File: src/rtl/ifq_buffer.sv
// Instruction fetch queue: DEPTH-entry circular buffer of {Instr, PC4} between fetch and decode.
// Optional same-cycle bypass of an empty queue is enabled by defining IFQ_BYPASS_EN.
module ifq_buffer #(
    parameter int DEPTH = 4,
    parameter int AW    = 2
) (
    input  logic          clk,
    input  logic          reset,
    input  logic [31:0]   Instr,
    input  logic [31:0]   PC4,
    input  logic          FetchValid,
    input  logic          StallD,
    input  logic          FlushD,
    output logic          StallF,
    output logic [31:0]   InstrD,
    output logic [31:0]   PC4D,
    output logic          ValidD,
    output logic [AW:0]   Count
);
    // Handshakes: a fetch word transfers when FetchValid=1 and StallF=0 (flush drops it);
    // a head word transfers to decode when ValidD=1 and StallD=0 (flush discards it).

    localparam logic [AW:0] DEPTH_CNT = (AW+1)'(DEPTH);

    logic [63:0]   mem [DEPTH];
    logic [63:0]   head;
    logic [AW-1:0] wp;
    logic [AW-1:0] rp;
    logic [AW:0]   cnt;
    logic          full;
    logic          empty;
    logic          push;
    logic          pop;

    assign full   = (cnt == DEPTH_CNT);
    assign empty  = (cnt == '0);
    assign StallF = full;
    assign Count  = cnt;
    assign head   = mem[rp];

    always_comb begin
        InstrD = '0;
        PC4D   = '0;
        ValidD = 1'b0;
        push   = FetchValid & ~full & ~FlushD;
        pop    = ~empty & ~StallD & ~FlushD;
        if (!empty) begin
            InstrD = head[63:32];
            PC4D   = head[31:0];
            ValidD = 1'b1;
        end
`ifdef IFQ_BYPASS_EN
        else if (FetchValid && !FlushD) begin
            // Empty queue: hand the incoming word straight to decode; store it only if decode stalls.
            InstrD = Instr;
            PC4D   = PC4;
            ValidD = 1'b1;
            if (!StallD) begin
                push = 1'b0;
            end
        end
`endif
    end

    always_ff @(posedge clk) begin
        if (!reset || FlushD) begin
            wp  <= '0;
            rp  <= '0;
            cnt <= '0;
        end else begin
            if (push) begin
                wp <= wp + AW'(1);
            end
            if (pop) begin
                rp <= rp + AW'(1);
            end
            cnt <= cnt + (AW+1)'(push) - (AW+1)'(pop);
        end
    end

    // Storage needs no reset: every entry is gated by cnt before it is ever presented.
    always_ff @(posedge clk) begin
        if (push) begin
            mem[wp] <= {Instr, PC4};
        end
    end

endmodule

File: config.mk
export PLATFORM = sky130hd
export DESIGN_NAME = ifq_buffer
export DESIGN_NICKNAME = d
export VERILOG_FILES = /design/src/rtl/ifq_buffer.sv
export SDC_FILE = /design/constraint.sdc
export NUM_CORES = 1
export LEC_CHECK = 0
export BUFFER_PORTS_ARGS = -buffer_cell sky130_fd_sc_hd__buf_2
export CORE_ASPECT_RATIO = 1.2
export CORE_MARGIN = 4
export CORE_UTILIZATION = 50
export CTS_BUF_LIST = sky130_fd_sc_hd__clkbuf_4 sky130_fd_sc_hd__clkbuf_8 sky130_fd_sc_hd__clkbuf_16
export DETAILED_ROUTE_END_ITERATION = 10
export HOLD_SLACK_MARGIN = 0.06
export PLACE_DENSITY = 0.78
export SLEW_MARGIN = 20
export SYNTH_ARGS = -nofsm -noshare
export SYNTH_HDL_FRONTEND = slang
export SYNTH_SLANG_ARGS = --single-unit
File: constraint.sdc
create_clock -name clk -period 3.6 [get_ports clk]
set_clock_uncertainty 0.15 [all_clocks]
set_input_delay 0.54 -clock clk [delete_from_list [all_inputs] [get_ports clk]]
set_output_delay 0.54 -clock clk [all_outputs]
set_load 0.1 [all_outputs]
Yosys cells after proc, flatten, opt, wreduce, memory -nomap -nowiden
Memories as Yosys holds them, arrays and structs flattened. A register that Yosys moved wholly into a read port is not among the register bits.
Cells that the tools add are included.
Storage, ports and cells
  bits in registers: 7
  bits in writable memories: 256
  input port bits: 69
  output and inout bits: 69
  logic and storage cells: 27
  memories kept: 1
Operators by class
  add/sub/neg operators: 4
  equality and inequality tests: 1
  multiplexer cells: 7
  bitwise logic cells: 8
  reduce and logical (&&, ||, !) cells: 3
Memories
  mem: depth 4, width 64, rd ports 1, clocked after memory_dff 1, write ports 1, RTL line 25  | logic [63:0] mem [DEPTH];
Operators with widths (count)
  $mux 32: 2
  $add 2x1->2 const B: 2
  $and 1x1->1: 4
  $mux 2: 2
  $not 1->1: 4
  $add 3x1->3: 1
  $eq 3x3->1 const B: 1
  $logic_not 3->1: 1
  $mux 1: 3
  $sub 3x1->3: 1
  $logic_not 1->1: 1
  $logic_or 1x1->1: 1

Depth between registers and ports, before layout
Gate-level depths: netlist (run 1).
  depth after elaboration: 6
  depth in mapped cells: 10
  depth with buffers taken out: 10

Least setup slack after synthesis (run 1)
No wires, ideal clock.
  path type: register to output
  start point: register cnt[1], in the netlist Count[1]
  end point: output PC4D[16]
  data arrival time: 3111 ps
  data required time: 2910 ps
  slack: -201 ps
  stages on the path, launching flop included: 5
  buffers on the path: 1
  cells stage by stage: dfxtp_1 > nor3_2 > inv_1 > clkbuf_1 > and2_1
On the way
  longest elaborated chain between the ends: 2
Ends and longest elaborated chain
  from (decl): RTL line 29  | logic [AW:0] cnt;
  from (signal assigned): RTL line 77  | cnt <= cnt + (AW+1)'(push) - (AW+1)'(pop);
  $logic_not 3->1: RTL line 36  | assign empty = (cnt == '0);
  $mux 32: RTL line 47  | if (!empty) begin
  to (decl): RTL line 16  | output logic [31:0] PC4D,
No other way between the ends.

Final worst setup path (run 1)
  start point: register cnt[1], in the netlist Count[1]
  end point: output InstrD[5]
On the way
  longest elaborated chain between the ends: 2
Ends and longest elaborated chain
  $logic_not 3->1: RTL line 36
  $mux 32: RTL line 47
  to (decl): RTL line 15  | output logic [31:0] InstrD,
No other way between the ends.

==> metrics.md, run 1 <==
| Metric | Value |
|---|---|
| Status | `finished, final reports clean` |
| Most common cell after layout, fill and taps aside | `edfxtp_1` |
| CP startpoint kind | `flop` |
| Die Wd | `138.3 um` |
| Register area | `7875 um2` |
| Largest net degree at the start of global routing | `65` |
| Clock insertion delay at the later pin of the skew report | `around 0.5 ns` |
| Worst-path clk slew | `approximately 0.060 ns` |
| I/O Buffers | `137` |
| Dpl ws | `0.8176 ns` |
| Post-synthesis cell type count | `31` |
| RSZ-0062 raised after global routing | `false` |
| Cell family with most CP delay | `buffers and inverters` |
| Layout cells sized above 1 | `0.4172` |
| Antenna Violating Nets Remaining | `0` |
| DR WL/cell | `~21 um` |
| CP max FO | `32` |
| Mapped Nets | `534` |
| Max-cap violation count | `0` |
| Critical Path Max Stage Delay | `about 0.44 ns` |
| HP Class | `input pin to flop` |
| Number of global-route vias before repair | `between 5k and 6k` |
| Final worst slack | `roughly 0.42 ns` |
| Setup TNS | `0 ns` |
| Critical path class | `flop to primary output` |
| PnR Total Power | `between 0.006 and 0.007 W` |
| Final weighted congestion in routability-driven placement | `between 0.7 and 0.8` |
| Slew Viols, Final | `0` |
| CTS buffer count | `25` |
| Nets | `just under 700` |
| Cts repair resizes | `0` |
| Commonest non-fill, non-tap cells in the layout | `256 x edfxtp_1, 137 x buf_2, 66 x and2_1` |
| H-tree Lvls | `1` |
| Antenna violations before repair | `4` |
| Area of the multi-input gates | `~2200 um2` |
| Area grow syn2layout | `18.95%` |
| Util after Layout | `0.6130` |
| Crit path DAT | `roughly 2.5 ns` |
| LEAKAGE | `about 4.2 nW` |
| Global-route wire length before repair | `29.19 mm` |
| Sequential cell area fraction in the yosys report | `0.7727` |
| Crit path max-delay cell type | `buf_2` |
| Max clock buf depth | `3` |
| Final Hold Violating Endpoints | `0` |
| Die footprint | `approximately 23000 um2` |
| Num rows | `between 50 and 60` |
| Mapped Cells | `~460` |
| Critical Path RT | `~2.9 ns` |
| Cells on worst reg2reg path | `10` |
| Synth Area per Inst | `22.23 um2` |
| GRT Util Overall | `0.1634` |
| DR DRC count | `0` |
| Worst VDD drop | `roughly 400 uV` |
| Fill count | `1425` |
| Initial Utilization | `0.5153` |
| Critical Path, Cell by Cell | `nor3_2, inv_2, buf_4, and2_1, buf_2` |
| Detailed placer's ending HPWL | `around 11 mm` |
| Final min period | `between 3 and 4 ns` |
| WP depth | `5` |
| Vias per cell | `5.476` |
| Vias | `around 4.9k` |
| Drt pass-1 iters | `6` |
| Critical Path End Type | `primary output` |
| Tightest Pin Transition | `0.6248 ns` |
| Period Utilization, post-route | `0.8827` |
| Io pins | `around 140` |
| Worst hold path cell count | `1` |
| Post-cts hold buffer count | `0` |
| F_max | `314.7 MHz` |
| PD cells | `548.7 nW/um2` |
| Total global routing overflow | `0` |
| Slew margin rel. | `0.5835` |
| Die height | `roughly 160 um` |
| Detailed Route WL | `18.30 mm` |
| Drt first-iter violations | `approximately 310` |
| Syn. warnings | `0` |
| Core region area | `just under 20000 um2` |
| Clk sinks | `roughly 270` |
| Mapped cell area | `10180 um2` |
| Root buf cell | `clkbuf_16` |
| Worst Path Buf+Inv | `3` |
| CTS tree | `done` |
| Setup-failing EPs final | `0` |
| Postcts setup bufs | `0` |
| Synthesized flop and latch total | `around 270` |
## worst reg2reg max path: stages, from the launching register on
cell and delay, ns:
dfxtp_1 0.40, or3b_1 0.48, and2_4 0.20, inv_1 0.05, ha_1 0.12, inv_1 0.04, ha_1 0.19, fa_1 0.40
xnor2_1 0.19, xnor2_1 0.14, nor2_1 0.05
## sequential cells by signal, indices dropped and copies added (netlist names), named ones only
| name | cells |
|---|---|
| mem | 256 |
| Count | 3 |
| rp | 2 |
| wp | 2 |
## report_power, final
part	leakage, nW	switching [W]	internal [W]	total, W
logic	1.38	0.000399	0.000125	0.000524
clock network	0.442	0.00103	0.00165	0.00268
registers	2.40	0.0000144	0.00343	0.00344
## cell usage after synthesis
cell | number | share of area
o21ai_0 | 1 | 0.00049
a21oi_1 | 2 | 0.00098
nand4_1 | 1 | 0.00061
mux2i_1 | 1 | 0.00098
nor3_2 | 1 | 0.00098
edfxtp_1 | 256 | 0.75
mux4_1 | 3 | 0.0077
nor3_1 | 1 | 0.00049
mux4_2 | 61 | 0.13
buf_2 | 6 | 0.0029
nor2_1 | 1 | 0.00037
and2_4 | 1 | 0.00086
o211ai_1 | 1 | 0.00074
nor2b_1 | 2 | 0.0012
or4_1 | 1 | 0.00074
inv_1 | 8 | 0.0029
ha_1 | 6 | 0.0074
clkbuf_2 | 1 | 0.00049
xnor2_1 | 2 | 0.0017
buf_6 | 6 | 0.0066
clkbuf_1 | 7 | 0.0026
buf_8 | 1 | 0.0015
and2_1 | 66 | 0.041
nand2_1 | 3 | 0.0011
nand2b_1 | 2 | 0.0012
and3_1 | 4 | 0.0025
fa_1 | 1 | 0.0020
dfxtp_1 | 9 | 0.018
o31ai_2 | 1 | 0.0012
or3_1 | 1 | 0.00061
or3b_1 | 1 | 0.00086
## final cells by class
type                            instances  area share
Sequential cell                       265      0.6502
Multi-Input combinational cell        164      0.1784
Timing Repair Buffer                  146     0.06942
Clock buffer                           39     0.06550
Tap cell                              261     0.02696
Clock inverter                          6    0.006612
Inverter                                8    0.002479
Antenna cell                            2   0.0004132
## through the flow
stage	area (um2)	std cells	hold WS [ns]
2_1_floorplan	10180	458	0.3087
3_3_place_gp	11230	844	0.3179
3_5_place_dp	11230	844	0.3396
4_1_cts	12110	889	0.07562
5_1_grt	12110	890	0.07714
6_report	12110	891	0.1031
## worst paths after layout
check,from,endpoint,slack (ns)
worst min register to register,wp[0],wp[0],0.36
worst min-delay path,PC4[2],mem[2][2],0.10
worst max-delay path,Count[1],InstrD[5],0.42
worst max register to register,Count[2],Count[2],1.09
## per-layer routing
layer	vias up	track usage	wire, um
li1	2162	-	-
met1	2509	0.1990	7272
met2	168	0.2929	9457
met3	34	0.04397	1200
met4	6	0.04133	314
met5	-	0	54
## cell families (layout without fill, tap and decap cells)
group,count (synthesis),count (layout),share of synthesized area
xor gates and xnor gates,2,2,0.001721
DFF,265,265,0.7727
adders and majority gates,7,7,0.009339
AOI/OAI and AO/OA,5,5,0.003440
buffers and inverters,29,199,0.01708
and+or+nand+nor,85,85,0.05210
other,0,2,0
muxes,65,65,0.1436
Power figures use the tool's default switching activity.
==> run 2: changes to the inputs <==
--- a/config.mk
+++ b/config.mk
@@ -12,7 +12,7 @@
 export CTS_BUF_LIST = sky130_fd_sc_hd__clkbuf_4 sky130_fd_sc_hd__clkbuf_8 sky130_fd_sc_hd__clkbuf_16
 export DETAILED_ROUTE_END_ITERATION = 10
 export HOLD_SLACK_MARGIN = 0.06
-export PLACE_DENSITY = 0.78
+export PLACE_DENSITY = 0.71
 export SLEW_MARGIN = 20
 export SYNTH_ARGS = -nofsm -noshare
 export SYNTH_HDL_FRONTEND = slang
==> run 2 against run 1 <==
Net effect:
- count of clock-buffer cells in the layout shrank 5
- maximum frequency shrank 0.26%
- die area is the same
- non-clock buffer count grew 8
- first-iteration DRC count shrank 24%
- cell area shrank 0.18%
- sequential power is essentially flat
- register-to-register slack lost 0.04 ns
- largest cell class unchanged
- total power shrank 3.5%
- worst hold slack lost 0.019 ns
- sequential cell count is the same
==> metrics.md, run 2 (synthesis gave the netlist of run 1 again) <==
| Metric | Value |
|---|---|
| Max-cap violation count | `0` |
| Setup-failing EPs final | `0` |
| Die footprint | `between 20000 and 25000 um2` |
| Final Hold Violating Endpoints | `0` |
| Vias | `around 4.8k` |
| Worst VDD drop | `330.9 uV` |
| Setup TNS | `0 ns` |
| RSZ-0062 raised after global routing | `false` |
| Final weighted congestion in routability-driven placement | `a little over 0.7` |
| Period Utilization, post-route | `0.8850` |
| Worst-path clk slew | `0.06 ns` |
| Slew margin rel. | `0.5766` |
| GRT Util Overall | `0.1665` |
| HP Class | `input pin to flop` |
| Min-delay src | `PC4[20]` |
| Util after Layout | `0.6119` |
| Global-route wire length before repair | `between 20 and 30 mm` |
| F_max | `approximately 310 MHz` |
| Die height | `164.3 um` |
| Layout cells sized above 1 | `0.4031` |
| Largest net degree at the start of global routing | `66` |
| CTS tree | `done` |
| Worst reg2reg path startpoint | `Count[2]` |
| Clock insertion delay at the later pin of the skew report | `roughly 0.52 ns` |
| Clk sinks | `around 270` |
| Num rows | `between 50 and 60` |
| Core region area | `just under 20000 um2` |
| Antenna violations before repair | `1` |
| Critical Path Max Stage Delay | `slightly above 0.7 ns` |
| Met1 WL | `slightly above 7 mm` |
| Fill count | `~1.4k` |
| Area of the multi-input gates | `2161 um2` |
| Nets | `between 600 and 700` |
| Critical Path End Type | `primary output` |
| Most common cell after layout, fill and taps aside | `edfxtp_1` |
| Top sig layer | `met4` |
| Root buf cell | `clkbuf_16` |
| DR WL/cell | `roughly 21 um` |
| PD cells | `530.6 nW/um2` |
| Cells on worst reg2reg path | `10` |
| Detailed placer's ending HPWL | `roughly 11 mm` |
| Tightest Pin Transition | `between 0.6 and 0.7 ns` |
| Area grow syn2layout | `18.74%` |
| Critical Path RT | `2.91 ns` |
| Worst hold path cell count | `1` |
| Initial Utilization | `0.5153` |
| Antenna Violating Nets Remaining | `0` |
| CP startpoint kind | `flop` |
| Detailed Route WL | `between 15 and 20 mm` |
| Total global routing overflow | `0` |
| Crit path max-delay cell type | `dfxtp_4` |
| Vias per cell | `around 5.4` |
| Crit path DAT | `2.50 ns` |
| Worst Path Buf+Inv | `2` |
| Critical Path, Cell by Cell | `buf_12, mux4_2, and2_1, buf_2` |
| DR DRC count | `0` |
| Die Wd | `approximately 140 um` |
| Met2 routed WL | `around 10 mm` |
| Status | `finished, final reports clean` |
| Max reg flops | `around 260` |
| Number of global-route vias before repair | `about 5.4k` |
| LEAKAGE | `4.205 nW` |
| Slew Viols, Final | `0` |
| Commonest non-fill, non-tap cells in the layout | `256 x edfxtp_1, 137 x buf_2, 66 x and2_1` |
| Metal3 WL | `878 um` |
| CP max FO | `26` |
| Io pins | `roughly 140` |
| Drt pass-1 iters | `5` |
| WP depth | `4` |
| Critical path class | `flop to primary output` |
| Register area | `slightly below 8000 um2` |
| Drt first-iter violations | `233` |
| H-tree Lvls | `1` |
| Cell family with most CP delay | `flip-flops` |
| Top reg by flops | `mem` |
| Final min period | `~3.2 ns` |
| Max clock buf depth | `3` |
| CTS buffer count | `26` |
| I/O Buffers | `between 100 and 150` |
-- run 2: layout make-up --
class	count	share of cell area
Antenna cell	2	0.0004140
Sequential cell	265	0.6514
Multi-Input combinational cell	164	0.1787
Clock buffer	34	0.06023
Timing Repair Buffer	154	0.07596
Clock inverter	10	0.003829
Tap cell	261	0.02701
Inverter	8	0.002484
-- run 2: path summary, 6_finish.rpt --
| path | slack, ns | endpoint |
|---|---|---|
| worst min-delay path | 0.08 | mem[1][20] |
| worst max-delay path | 0.41 | InstrD[14] |
| worst min register to register | 0.34 | flop |
| worst max register to register | 1.05 | Count[2] |
-- run 2: worst reg2reg max path, stage by stage, from the launching register on --
cell	delay [ns]
dfxtp_1	0.39
or3b_1	0.48
and2_4	0.20
inv_1	0.05
ha_1	0.12
inv_1	0.04
ha_1	0.19
fa_1	0.41
xnor2_1	0.18
xnor2_1	0.15
nor2_1	0.06
-- run 2: where the power goes --
part	switching, W	total [W]	internal (W)
clock network	0.00103	0.00244	0.00141
registers	0.0000147	0.00345	0.00343
logic	0.000399	0.000531	0.000132
-- run 2: timing repair --
action | 4_1_cts | 5_1_grt
buffers inserted | 0 | 0
resized for setup | 0 | 0
hold buffers | 7 | 0
endpoints found under the hold margin | 24 | 0
-- run 2: through the flow --
step	instance area, um2	hold WS (ns)	power (W)	setup slack [ns]	instances
6_report	12090	0.08373	0.006415	0.4141	898
5_1_grt	12090	0.07313	0.006642	0.2316	897
4_1_cts	12090	0.06026	0.006487	0.3056	896
3_5_place_dp	11240	0.3378	0.004041	0.7831	845
3_3_place_gp	11240	0.3164	0.004027	0.8887	845
2_1_floorplan	10180	0.3087	0.003898	0.1342	458
-- run 2: per-layer routing --
metal,vias to the layer above,GRT usage
li1,2173,-
met1,2509,0.2007
met2,122,0.3057
met3,41,0.02796
met4,0,0.05750
met5,-,0
